## config.mk

```make
export PLATFORM = sky130hd
export DESIGN_NAME = counter_slot_arbiter
export DESIGN_NICKNAME = d
export VERILOG_FILES = /design/src/rtl/counter_slot_arbiter.sv
export SDC_FILE = /design/constraint.sdc
export NUM_CORES = 1
export LEC_CHECK = 0
export ABC_AREA = 1
export BUFFER_PORTS_ARGS = -buffer_cell sky130_fd_sc_hd__buf_4
export CORE_MARGIN = 5
export CORE_UTILIZATION = 49
export CTS_CLUSTER_DIAMETER = 150
export CTS_CLUSTER_SIZE = 30
export DETAILED_ROUTE_END_ITERATION = 8
export PLACE_DENSITY = 0.76
export SLEW_MARGIN = 10
export SYNTH_ARGS = -nofsm -noshare
export SYNTH_HDL_FRONTEND = slang
export SYNTH_SLANG_ARGS = --single-unit
```

## constraint.sdc

```tcl
create_clock -name clk -period 1.4 [get_ports clk]
set_input_delay 0 -clock clk [delete_from_list [all_inputs] [get_ports clk]]
set_output_delay 0 -clock clk [all_outputs]
set_load 0.1 [all_outputs]
```

## src/rtl/counter_slot_arbiter.sv

```systemverilog
// rtl/counter_slot_arbiter.sv - round-robin arbiter lending one limit counter to N_REQ requesters
// A slot runs the shared counter from 0 to the limit captured at grant time, then pulses done.
module counter_slot_arbiter #(
   parameter int N_REQ = 4,
   parameter int WIDTH = 16,
   parameter int IDX_W = 2
) (
   input  logic             clk,
   input  logic             rst,
   input  logic [N_REQ-1:0] req,
   input  logic [WIDTH-1:0] limit,
   output logic [N_REQ-1:0] grant,
   output logic [IDX_W-1:0] gnt_idx,
   output logic             busy,
   output logic [WIDTH-1:0] count,
   output logic             ovf,
   output logic [N_REQ-1:0] done
);

   localparam int SEL_W = (N_REQ > 1) ? $clog2(N_REQ) : 1;

   typedef enum logic [1:0] {
      S_IDLE = 2'd0,
      S_RUN  = 2'd1,
      S_DONE = 2'd2
   } state_t;

   state_t           state_q, state_d;
   logic [N_REQ-1:0] grant_q, grant_d;
   logic [N_REQ-1:0] done_q, done_d;
   logic [IDX_W-1:0] gnt_idx_q, gnt_idx_d;
   logic [IDX_W-1:0] rr_ptr_q, rr_ptr_d;
   logic [WIDTH-1:0] count_q, count_d;
   logic [WIDTH-1:0] lim_q, lim_d;
   logic [IDX_W-1:0] pick_idx;
   logic             pick_found;
   logic [IDX_W-1:0] rr_next;
   int               j;

   assign busy    = (state_q == S_RUN);
   assign ovf     = busy && (count_q == lim_q);
   assign grant   = grant_q;
   assign gnt_idx = gnt_idx_q;
   assign count   = count_q;
   assign done    = done_q;
   assign rr_next = (gnt_idx_q == IDX_W'(N_REQ - 1)) ? '0 : gnt_idx_q + 1'b1;

   // Scan from the far end back toward rr_ptr so the nearest set request wins.
   always_comb begin
      pick_found = 1'b0;
      pick_idx   = '0;
      j          = 0;
      for (int k = N_REQ - 1; k >= 0; k--) begin
         j = (int'(rr_ptr_q) + k) % N_REQ;
         if (req[SEL_W'(j)]) begin
            pick_found = 1'b1;
            pick_idx   = IDX_W'(j);
         end
      end
   end

   always_comb begin
      state_d   = state_q;
      grant_d   = grant_q;
      done_d    = '0;
      gnt_idx_d = gnt_idx_q;
      rr_ptr_d  = rr_ptr_q;
      count_d   = count_q;
      lim_d     = lim_q;
      case (state_q)
         S_RUN: begin
            if (ovf) begin
               state_d  = S_DONE;
               grant_d  = '0;
               done_d   = N_REQ'(1) << gnt_idx_q;
               count_d  = '0;
               rr_ptr_d = rr_next;
            end else if (!req[SEL_W'(gnt_idx_q)]) begin
               state_d  = S_IDLE;
               grant_d  = '0;
               count_d  = '0;
               rr_ptr_d = rr_next;
            end else begin
               count_d = WIDTH'({1'b0, count_q} + 1'b1);
            end
         end
         default: begin
            if (pick_found) begin
               state_d   = S_RUN;
               grant_d   = N_REQ'(1) << pick_idx;
               gnt_idx_d = pick_idx;
               lim_d     = limit;
               count_d   = '0;
            end else begin
               state_d = S_IDLE;
               grant_d = '0;
               count_d = '0;
            end
         end
      endcase
   end

   always_ff @(posedge clk) begin
      if (!rst) begin
         state_q   <= S_IDLE;
         grant_q   <= '0;
         done_q    <= '0;
         gnt_idx_q <= '0;
         rr_ptr_q  <= '0;
         count_q   <= '0;
         lim_q     <= '0;
      end else begin
         state_q   <= state_d;
         grant_q   <= grant_d;
         done_q    <= done_d;
         gnt_idx_q <= gnt_idx_d;
         rr_ptr_q  <= rr_ptr_d;
         count_q   <= count_d;
         lim_q     <= lim_d;
      end
   end

endmodule

```

=== Word level (Yosys, flattened, before mapping) ===
Index checks and enable logic that the tools add are counted.
Widths: inputs -> output; s select.

* Register bits: 46
* Output and inout port bits: 28
* Word-level logic and storage cells: 65
* Input port bits: 22

* Bitwise operators: 3
* Shifts and indexed selects: 2
* Add/subtract/negate cells: 5
* Order comparisons: 5
* Eq/ne operators: 5
* Multiplexer cells: 33
* Reductions and logical operators: 5

{| class="wikitable"
|+ Operators by type and width
! operator !! count
|-
| $mux 2 || 10
|-
| $add 16x1->16 const B || 1
|-
| $eq 16x16->1 || 1
|-
| $lt 2x4->1 const B || 4
|-
| $mux 4 || 4
|-
| $mux 1 || 14
|-
| $bmux 1 s2 || 5
|-
| $shl 1x2->4 const A || 2
|-
| $add 2x1->2 const B || 2
|-
| $add 2x2->2 const B || 2
|-
| $reduce_and 2->1 || 2
|-
| $reduce_or 4->1 || 1
|-
| $lt 2x3->1 const B || 1
|-
| $ne 3x3->1 const B || 1
|-
| $not 1->1 || 3
|-
| $reduce_and 3->1 || 1
|-
| $eq 2x1->1 const B || 1
|-
| $eq 2x2->1 const B || 1
|-
| $ne 2x2->1 const B || 1
|-
| $logic_and 1x1->1 || 1
|}

=== Depth between registers and ports, before layout ===
Gate-level depths: netlist (run 1).

* Depth in word-level cells: 11
* Mapped depth: 14
* Gate-level depth less buffers: 13

=== Worst setup path after synthesis (run 1) ===
No wires, ideal clock.

* Path kind: register to output
* Start: register state_q[0]
* End: output port ovf
* Buffers on the path: 0
* Arrival time: 3,585 ps
* Slack: -2,185 ps
* Required time: 1,400 ps
* Cell stages (with the launch flop): 5
* Cell sequence: dfxtp_1 -> inv_1 -> nor2_1 -> inv_1 -> nor2_1

* Longest elaborated chain between the ends: 2

{| class="wikitable"
|+ Ends and longest elaborated chain
! item !! RTL line !! text
|-
| start: declaration || 28 || <nowiki>state_t state_q, state_d;</nowiki>
|-
| start signal: assignment || 113 || <nowiki>state_q <= state_d;</nowiki>
|-
| $eq 2x1->1 || 40 || <nowiki>assign busy = (state_q == S_RUN);</nowiki>
|-
| via busy || 14 || <nowiki>output logic busy,</nowiki>
|-
| $logic_and 1x1->1 || 41 || <nowiki>assign ovf = busy && (count_q == lim_q);</nowiki>
|-
| end: declaration || 16 || <nowiki>output logic ovf,</nowiki>
|}

The timed path passes the listed nets, and every way through them passes these cells.

=== Worst setup path in the final report (run 1) ===
* Start: register count_q[7], in the netlist count[7]
* End: output port ovf

* Longest elaborated chain between the ends: 2

{| class="wikitable"
|+ Ends and longest elaborated chain
! item !! RTL line !! text
|-
| start: declaration || 33 || <nowiki>logic [WIDTH-1:0] count_q, count_d;</nowiki>
|-
| start signal: assignment || 118 || <nowiki>count_q <= count_d;</nowiki>
|-
| $eq 16x16->1 || 41 ||
|-
| $logic_and 1x1->1 || 41 ||
|}

No other way between the ends.

==> results of run 1 <==
==> worst paths after layout <==
check              from  cells past startpoint       end  slack (ns)
max            count[7]                      9       ovf       -0.28
min                 rst                      3  lim_q[3]        0.07
max reg2reg    count[7]                     12  grant[2]       -0.26
min reg2reg  gnt_idx[0]                      1   done[0]        0.49
==> state kept, by name, indices dropped and copies added (netlist names) <==
name	cells
count	16
lim_q	16
done	4
grant	4
gnt_idx	2
rr_ptr_q	2
state_q	2
==> report_power, final <==
part / switching (mW) / leakage [nW] / internal, mW
combinational: 3.14 / 1.41 / 1.63
sequential: 0.337 / 0.397 / 1.67
clock: 0.476 / 0.0696 / 0.690
total: 3.95 / 1.87 / 3.99
==> worst register-to-register path: cells and delay by family, from the launching register on <==
kind,cells,cell delay (ns)
and+or+nand+nor,10,0.93
buffers and inverters,2,0.24
DFF,1,0.38
==> synthesized netlist by cell type <==
library cell,number,area [sq um]
a21boi_1,1,7.51
a21oi_1,7,35.0
a21oi_2,1,8.76
buf_4,1,7.51
buf_6,3,33.8
clkbuf_1,2,7.51
dfxtp_1,46,921
ha_1,2,25.0
inv_1,46,173
inv_2,4,15.0
nand2_1,114,428
nand2_2,1,6.26
nand2_4,2,22.5
nand3_1,12,60.1
nand3_2,2,20.0
nand4_1,3,18.8
nand4_2,1,12.5
nor2_1,70,263
nor2_2,2,12.5
nor2_4,2,22.5
nor3_1,2,10.0
nor3_2,2,20.0
o21ai_0,21,105
o21ai_1,2,10.0
or2_0,1,6.26
or2_2,1,6.26
xnor2_1,2,17.5
xor2_1,7,61.3
==> timing repair <==
action / in CTS / in global routing
cloned: 4 / 0
hold endpoints to repair: 15 / 1
setup endpoints to repair: 34 / 47
pin swaps: 19 / 27
hold buffers: 15 / 1
setup buffers: 12 / 6
resized for setup: 46 / 118
==> cells by family after synthesis <==
group	after synthesis	share of synthesized area [%]
flops	46	39.4
xor+xnor	9	3.37
compound gates	32	7.12
simple gates	215	38.9
buf+inv	56	10.1
fa+ha+maj	2	1.07
==> layer usage <==
metal  wire length [um]  global-route usage [%]  share of wire (%)  vias up
li1                   -                       -                  -     1339
met1               3530                    25.2                 36     1375
met2               5240                    47.5                 53      158
met3                546                    4.76                5.5       59
met4                571                    11.0                5.8        0
met5                  0                       0                  0        -
==> metrics by stage <==
step                hold WS [ns]  utilization (%)  total power [mW]  setup TNS (ns)  worst slack, ns
global route              0.0862             86.5              8.27          -13.73           -0.371
finish                    0.0679             86.5              7.94           -8.86           -0.276
detailed placement         0.224             65.9              4.83           -3.94           -0.198
CTS                      0.00738             78.3              6.71           -3.42           -0.141
global placement           0.207             65.9              4.74           -2.30           -0.117
floorplan                  0.119                -              4.15           -5.38           -0.180
==> layout make-up <==
class	instances	area share (%)
multi-input cells	260	40.6
repair inverters	1	0.217
repair buffers	112	23.6
flip-flops and latches	46	25.4
inverters	50	5.15
clock buffers	7	2.67
clock inverters	1	0.745
well taps	54	1.68
==> qor.csv, run 1 <==
stage;metric;value;unit
outcome;failing checks;setup timing;
layout;number of standard cells in the final layout excluding fillers;531;
placed_design;detailed placer's ending HPWL;4.73;mm
worst_setup_path;worst path bufs/invs;2;
timing;FMAX;597;MHz
layout;FF+latch area;0.00102;sq mm
worst_setup_path;critical path startpoint category;register;
pwr;Leak;1.87;nW
synthesis;Distinct cells, synth;28;
clocking;Reg clk slew, reported paths;0.09;ns
worst_setup_path;Top delay family on crit path;simple AND/OR/NAND/NOR gates;
timing;fin crit share;120;%
global_route;GRT Overall Usage;24.6;%
worst_setup_path;Crit path largest cell delay;0.38;ns
global_route;global-route wire length before repair;12.0;mm
clocking;Max clock buf depth;2;
worst_setup_path;Worst setup EP type;primary output;
timing;Tmin final;1.68;ns
worst_setup_path;CP cell instances;nand2_1 -> inv_1 -> nor2_2 -> nor2_2 -> nand2_1 -> nor2_1 -> nand2_2 -> nor2_4 -> buf_12;
synthesis;cells after synthesis;360;
layout;commonest non-fill, non-tap cell in the layout;nand2_1;
worst_setup_path;critical path class;reg -> out;
global_route;vias in the first global route;2730;
floorplan;Die Ht;79.0;um
synthesis;Mapped Avg Cell Area;6.49;sq um
flow_run;MaxCap Viol Count;0;
placed_design;Post-DP Area;0.00307;sq mm
clocking;CTS sink cnt;46;
synthesis;#FFs+latches synth;46;
drt;drt drc;0;
worst_setup_path;Worst EP arrival;1.68;ns
drt;routed len/inst;18.6;um
floorplan;IO Count;50;
layout;fin area;0.00403;sq mm
clocking;cts bufs inserted;5;
timing;RSZ-0062 raised after global routing;true;
floorplan;initial core utilization;50.1;%
drt;Post-Route WL;9.89;mm
timing;Max-slew headroom;77.0;%
floorplan;die width;79.0;um
placed_design;RePlAce Congestion;0.813;
drt;via count;2931;
min_path;HP Class;in -> reg;
synthesis;post-synthesis sequential area ratio;39.4;%
floorplan;core footprint;0.00466;sq mm
clocking;H-Tree Depth;2;
layout;area used by multi-input combinational logic;0.00164;sq mm
timing;setup ws final;-0.276;ns
synthesis;YS warnings;0;
placed_design;IO buf count;49;
timing;Tightest Pin Transition;0.342;ns
timing;Final Slew Violations;0;
layout;Final nets;500;
worst_setup_path;slowest CP cell;dfxtp_4;
layout;Area growth, synth to finish;72.5;%
global_route;grt ovf;0;
placed_design;placed insts;485;
worst_setup_path;Worst Path Max Fanout;4;
timing;Fin. Hold Viols;0;
worst_setup_path;CP Data Required Time;1.40;ns
drt;vias per cell;5.52;
timing;Clock Skews;0.00495;ns
clocking;CTS tree;built;
layout;ant diodes;0;
clocking;worst skew pair latency;0.30;ns
drt;drt first pass iters;5;
pwr;Power Density;1970;mW/mm^2
outcome;status;finished, violations left;
global_route;initial antenna violation count;0;
layout;most frequent cells in the layout;nand2_1, buf_4, nor2_1;
pwr;maximum vdd drop;1920;uV
synthesis;Synth Net Count;384;
timing;# setup viols final;47;
clocking;clock root cell;clkbuf_8;
floorplan;DIE AREA;0.00625;sq mm
drt;drt initial violations;245;
layout;Fill cells;245;
global_route;largest net degree at the start of global routing;21;
floorplan;row count;25;
layout;layout cells sized above 1;54.5;%
synthesis;Netlist Area Pre-Place;0.00234;sq mm
drt;Post-DRT Antenna Nets;0;
No activity file was read; power rests on OpenSTA's default activity.
==> run 2: changes to the inputs <==
--- a/config.mk
+++ b/config.mk
@@ -7,12 +7,12 @@
 export LEC_CHECK = 0
 export ABC_AREA = 1
 export BUFFER_PORTS_ARGS = -buffer_cell sky130_fd_sc_hd__buf_4
-export CORE_MARGIN = 5
 export CORE_UTILIZATION = 49
 export CTS_CLUSTER_DIAMETER = 150
 export CTS_CLUSTER_SIZE = 30
 export DETAILED_ROUTE_END_ITERATION = 8
 export PLACE_DENSITY = 0.76
+export SKIP_LAST_GASP = 1
 export SLEW_MARGIN = 10
 export SYNTH_ARGS = -nofsm -noshare
 export SYNTH_HDL_FRONTEND = slang
==> qor.csv, run 2 (synthesis results as in run 1) <==
stage;metric;value;unit;change
outcome;status;finished, violations left;;
outcome;failing checks;DRC, setup timing;;
timing;Fin. Hold Viols;0;;unchanged
pwr;Pwr Total;7.03;mW;-11%
pwr;clock power share;11.7;%;-3.0 points
pwr;Power Density;1830;mW/mm^2;-6.9%
pwr;Psw;3.47;mW;-12%
timing;FMAX;610;MHz;+2.3%
worst_setup_path;critical path class;reg -> out;;
global_route;GRT Overall Usage;28.2;%;+3.6 points
clocking;CTS sink cnt;46;;unchanged
layout;commonest non-fill, non-tap cell in the layout;nand2_1;;
clocking;cts bufs inserted;5;;unchanged
clocking;Reg clk slew, reported paths;0.09;ns;about the same
timing;Tightest Pin Transition;0.351;ns;+0.00993 ns
drt;drt initial violations;182;;-26%
global_route;largest net degree at the start of global routing;21;;unchanged
floorplan;die width;71.0;um;-10%
flow_run;MaxCap Viol Count;0;;unchanged
drt;drt drc;3;;+3
drt;Post-DRT Antenna Nets;0;;unchanged
timing;Max-slew headroom;76.5;%;-0.48 points
timing;setup ws final;-0.238;ns;+0.0380 ns
floorplan;core footprint;0.00447;sq mm;-4.0%
placed_design;RePlAce Congestion;0.925;;+14%
timing;# setup viols final;47;;unchanged
layout;layout cells sized above 1;48.8;%;-5.8 points
pwr;switch share;49.3;%;-0.42 points
timing;Clock Skews;0.00646;ns;+0.00151 ns
global_route;grt ovf;0;;unchanged
pwr;maximum vdd drop;2010;uV;+4.7%
layout;Util after Layout;85.7;%;-0.82 points
drt;vias per cell;5.10;;-7.7%
pwr;Combinational Power Share;61.1;%;+1.1 points
pwr;Seq pwr share;27.2;%;+1.9 points
drt;Post-Route WL;7.75;mm;-22%
worst_setup_path;Worst Path Max Fanout;4;;unchanged
layout;Area growth, synth to finish;64.1;%;
placed_design;detailed placer's ending HPWL;4.72;mm;-0.18%
clocking;worst skew pair latency;0.30;ns;about the same
drt;routed len/inst;14.5;um;-22%
worst_setup_path;CP Data Required Time;1.40;ns;about the same
worst_setup_path;critical path startpoint category;register;;
floorplan;IO Count;50;;unchanged
floorplan;row count;24;;-4.0%
min_path;HP Class;in -> reg;;
floorplan;initial core utilization;52.2;%;+2.1 points
placed_design;IO buf count;49;;unchanged
worst_setup_path;Worst setup EP type;primary output;;
floorplan;Die Ht;71.0;um;-10%
global_route;initial antenna violation count;0;;unchanged
pwr;Internal;3.56;mW;-11%
layout;ant diodes;0;;unchanged
timing;Final Slew Violations;0;;unchanged
layout;Final nets;505;;+1.0%
clocking;Max clock buf depth;2;;unchanged
drt;via count;2722;;-7.1%
floorplan;DIE AREA;0.00505;sq mm;-19%
global_route;vias in the first global route;2519;;-7.7%
worst_setup_path;Worst EP arrival;1.64;ns;-0.04 ns
clocking;H-Tree Depth;2;;unchanged
timing;fin crit share;117;%;-2.7 points
clocking;CTS tree;built;;
global_route;global-route wire length before repair;11.1;mm;-8.0%
drt;drt first pass iters;7;;+2
timing;RSZ-0062 raised after global routing;true;;
timing;Tmin final;1.64;ns;-0.0380 ns
pwr;Leak;1.83;nW;-2.2%
layout;most frequent cells in the layout;nand2_1, buf_4, nor2_1;;
clocking;clock root cell;clkbuf_8;;
==> run 2: final timing paths <==
kind / from / to / slack, ns / cells after the start
worst min register to register: grant[1] / grant[1] / 0.47 / 2
worst max-delay path: count[4] / ovf / -0.24 / 9
worst min-delay path: rst / lim_q[7] / 0.07 / 3
worst max register to register: count[4] / done[2] / -0.22 / 11
==> run 2: routing by layer <==
metal | track usage [%] | wire length (um) | share of wire, % | vias up
met5 | 0 | 0 | 0 | -
met4 | 9.33 | 245 | 3.2 | 0
met3 | 3.13 | 316 | 4.1 | 25
met2 | 52.9 | 4260 | 55 | 98
met1 | 33.2 | 2930 | 38 | 1262
li1 | - | - | - | 1337
==> run 2: power groups by stage <==
stage | sequential [mW] | combinational, mW | clock [mW]
detailed placement | 1.87 | 3.18 | 0
finish | 1.91 | 4.30 | 0.823
global route | 1.95 | 4.61 | 0.876
floorplan | 2.36 | 1.78 | 0
CTS | 1.87 | 3.55 | 0.813
global placement | 1.86 | 3.14 | 0
==> run 2: final cells by class <==
type | count | area, sq um
clock inverters | 2 | 10.0
repair buffers | 120 | 1010
inverters | 50 | 200
fillers | 273 | 642
well taps | 52 | 65.1
flip-flops and latches | 46 | 1010
clock buffers | 6 | 72.6
multi-input cells | 258 | 1470
==> run 2: stage by stage <==
step | TNS (ns) | hold WS, ns | setup WS (ns) | cells | cell area, sq um
2_1_floorplan | -5.38 | 0.119 | -0.180 | 360 | 2460
3_3_place_gp | -2.06 | 0.210 | -0.129 | 497 | 3170
3_5_place_dp | -3.11 | 0.214 | -0.189 | 497 | 3170
4_1_cts | -1.98 | 0.0685 | -0.180 | 524 | 3580
5_1_grt | -13.20 | 0.0812 | -0.362 | 534 | 3830
6_report | -7.95 | 0.0735 | -0.238 | 534 | 3830
==> run 2: timing repair <==
item	CTS	global route
hold buffers	16	0
setup buffers	3	9
endpoints found under the hold margin	16	0
pin swaps	23	27
resized for setup	59	51
cloned	0	1
endpoints found under the setup margin	46	47
==> run 2: critical path, stage by stage, from the launching register on <==
cell	delay, ns
dfxtp_4	0.37
inv_2	0.05
nand2_1	0.07
nand2_1	0.07
nor2_1	0.14
nand2_1	0.09
nor2_2	0.15
nand2_4	0.10
nor2_4	0.11
buf_12	0.18
==> run 3: changes to the inputs <==
--- a/config.mk
+++ b/config.mk
@@ -7,11 +7,13 @@
 export LEC_CHECK = 0
 export ABC_AREA = 1
 export BUFFER_PORTS_ARGS = -buffer_cell sky130_fd_sc_hd__buf_4
+export CAP_MARGIN = 40
 export CORE_UTILIZATION = 49
 export CTS_CLUSTER_DIAMETER = 150
 export CTS_CLUSTER_SIZE = 30
 export DETAILED_ROUTE_END_ITERATION = 8
 export PLACE_DENSITY = 0.76
+export RECOVER_POWER = 50
 export SKIP_LAST_GASP = 1
 export SLEW_MARGIN = 10
 export SYNTH_ARGS = -nofsm -noshare
==> constraint.sdc (replaced) <==
create_clock -name clk -period 1.4 [get_ports clk]
set_input_delay 0 -clock clk [delete_from_list [all_inputs] [get_ports clk]]
set_output_delay 0 -clock clk [all_outputs]
set_load 0.05 [all_outputs]
==> qor.csv, run 3 (synthesis results as in run 1) <==
stage;metric;value;unit;change
clocking;H-Tree Depth;2;;unchanged
placed_design;detailed placer's ending HPWL;4.38;mm;-7.2%
layout;Util after Layout;82.4;%;-3.2 points
drt;Post-Route WL;7.12;mm;-8.0%
floorplan;core footprint;0.00447;sq mm;unchanged
layout;Final nets;493;;-2.4%
pwr;maximum vdd drop;1610;uV;-20%
floorplan;initial core utilization;52.2;%;unchanged
floorplan;DIE AREA;0.00505;sq mm;unchanged
worst_setup_path;Worst setup EP type;primary output;;
drt;drt first pass iters;6;;-1
worst_setup_path;critical path startpoint category;register;;
clocking;Max clock buf depth;2;;unchanged
drt;Post-DRT Antenna Nets;0;;unchanged
layout;Fill cells;284;;+4.0%
timing;Tightest Pin Transition;0.642;ns;+0.290 ns
worst_setup_path;Worst Path Max Fanout;3;;-1
timing;Setup TNS Final;-5.21;ns;+2.74 ns
clocking;cts bufs inserted;5;;unchanged
global_route;initial antenna violation count;0;;unchanged
outcome;status;finished, violations left;;
layout;Area growth, synth to finish;57.9;%;
timing;Final Slew Violations;0;;unchanged
timing;FMAX;639;MHz;+4.7%
global_route;grt ovf;0;;unchanged
pwr;Leak;1.71;nW;-6.7%
timing;RSZ-0062 raised after global routing;true;;
drt;drt drc;1;;-2
worst_setup_path;Register-to-Register Path Depth;6;;-5
timing;setup ws final;-0.164;ns;+0.0741 ns
clocking;clock root cell;clkbuf_8;;
worst_setup_path;R2R Setup Slk;-0.16;ns;+0.06 ns
worst_setup_path;critical path class;reg -> out;;
min_path;HP Class;in -> reg;;
timing;Max-slew headroom;57.4;%;-19 points
floorplan;die width;71.0;um;unchanged
floorplan;Die Ht;71.0;um;unchanged
global_route;global-route wire length before repair;11.2;mm;+1.1%
layout;ant diodes;0;;unchanged
timing;Clock Skews;0.0129;ns;+0.00639 ns
pwr;Power Density;1800;mW/mm^2;-1.8%
drt;drt initial violations;140;;-23%
floorplan;row count;24;;unchanged
layout;most frequent cells in the layout;nand2_1, buf_4, nor2_1;;
layout;layout cells sized above 1;41.7;%;-7.1 points
min_path;hold_sp;rst;;
drt;via count;2648;;-2.7%
pwr;Pwr Total;6.65;mW;-5.4%
min_path;WHS Path Cells;3;;unchanged
clocking;CTS tree;built;;
clocking;CTS sink cnt;46;;unchanged
min_path;Hold Path End;lim_q[9];;
placed_design;RePlAce Congestion;0.860;;-7.0%
global_route;largest net degree at the start of global routing;21;;unchanged
floorplan;IO Count;50;;unchanged
clocking;Reg clk slew, reported paths;0.09;ns;about the same
worst_setup_path;Worst EP arrival;1.56;ns;-0.08 ns
placed_design;IO buf count;49;;unchanged
clocking;worst skew pair latency;0.31;ns;about the same
worst_setup_path;CP Data Required Time;1.40;ns;about the same
drt;vias per cell;5.07;;-0.48%
layout;commonest non-fill, non-tap cell in the layout;nand2_1;;
timing;Tmin final;1.56;ns;-0.0741 ns
timing;fin crit share;112;%;-5.3 points
timing;# setup viols final;46;;-2.1%
global_route;GRT Overall Usage;28.3;%;+0.13 points
outcome;failing checks;DRC, setup timing;;
global_route;vias in the first global route;2602;;+3.3%
timing;worst hold slack;0.0657;ns;-0.00771 ns
worst_setup_path;Worst R2R Start;gnt_idx[0];;
flow_run;MaxCap Viol Count;0;;unchanged
drt;routed len/inst;13.6;um;-5.9%
worst_setup_path;R2R Path End;count[4];;
timing;Fin. Hold Viols;0;;unchanged
-- run 3: cell count changes in the layout (fill, tap and decap cells not counted), sizes merged --
cell    previous run  this run
buf              103        78
clkbuf             7        20
clkinv             2         0
bufinv             0         1
nand4              4         5
-- run 3: cell type report --
cell class	instances	area, sq um	share of cell area [%]
multi-input combinational	259	1470	39.7
clock inverter	1	30.0	0.814
sequential	46	1000	27.1
timing repair buffer	107	817	22.2
inverter	50	203	5.50
clock buffer	7	108	2.92
tap	52	65.1	1.76
-- run 3: metrics by stage --
stage	setup WS (ns)	instances	cell area [sq um]
floorplan	-0.0430	360	2450
global placement	-0.105	485	3060
detailed placement	-0.115	485	3060
CTS	-0.214	513	3520
global route	-0.257	522	3690
finish	-0.164	522	3690
-- run 3: where the power goes --
part           internal [mW]  switching, mW
registers               1.63          0.276
clock network          0.690          0.462
logic                   1.31           2.28
total                   3.62           3.02
-- run 3: what timing repair did --
action / CTS / global route
buffers inserted: 4 / 8
endpoints found under the setup margin: 46 / 47
hold endpoints to repair: 16 / 0
cloned: 0 / 1
hold buffers: 16 / 0
pin swaps: 18 / 12
resized for setup: 57 / 47
-- run 3: worst max path at each step --
stage,startpoint,endpoint,slack (ns),depth (start not counted)
after global routing,lim_q[14],done[0],-0.26,11
after floorplan,count[2],count[11],-0.04,9
after CTS,count[12],ovf,-0.21,10
after detailed placement,rr_ptr_q[0],lim_q[7],-0.11,10
final,count[12],ovf,-0.16,10
after global placement,rr_ptr_q[0],gnt_idx[0],-0.10,11
-- run 3: worst max-delay path, stage by stage (launching register included) --
cell and delay [ns]:
dfxtp_4 0.37, inv_2 0.04, nand2_1 0.04, nand2_1 0.06, nor2_2 0.14, nand2_2 0.08
nor2_2 0.10, nand2_2 0.07, buf_6 0.12, nor2_4 0.09, buf_8 0.15
-- run 3: layer usage --
layer	up-vias	GRT usage, %	part of all wire, %
li1	1319	-	-
met1	1228	31.8	39
met2	85	53.6	55
met3	16	3.13	4.2
met4	0	12.2	2.1
met5	-	0	0
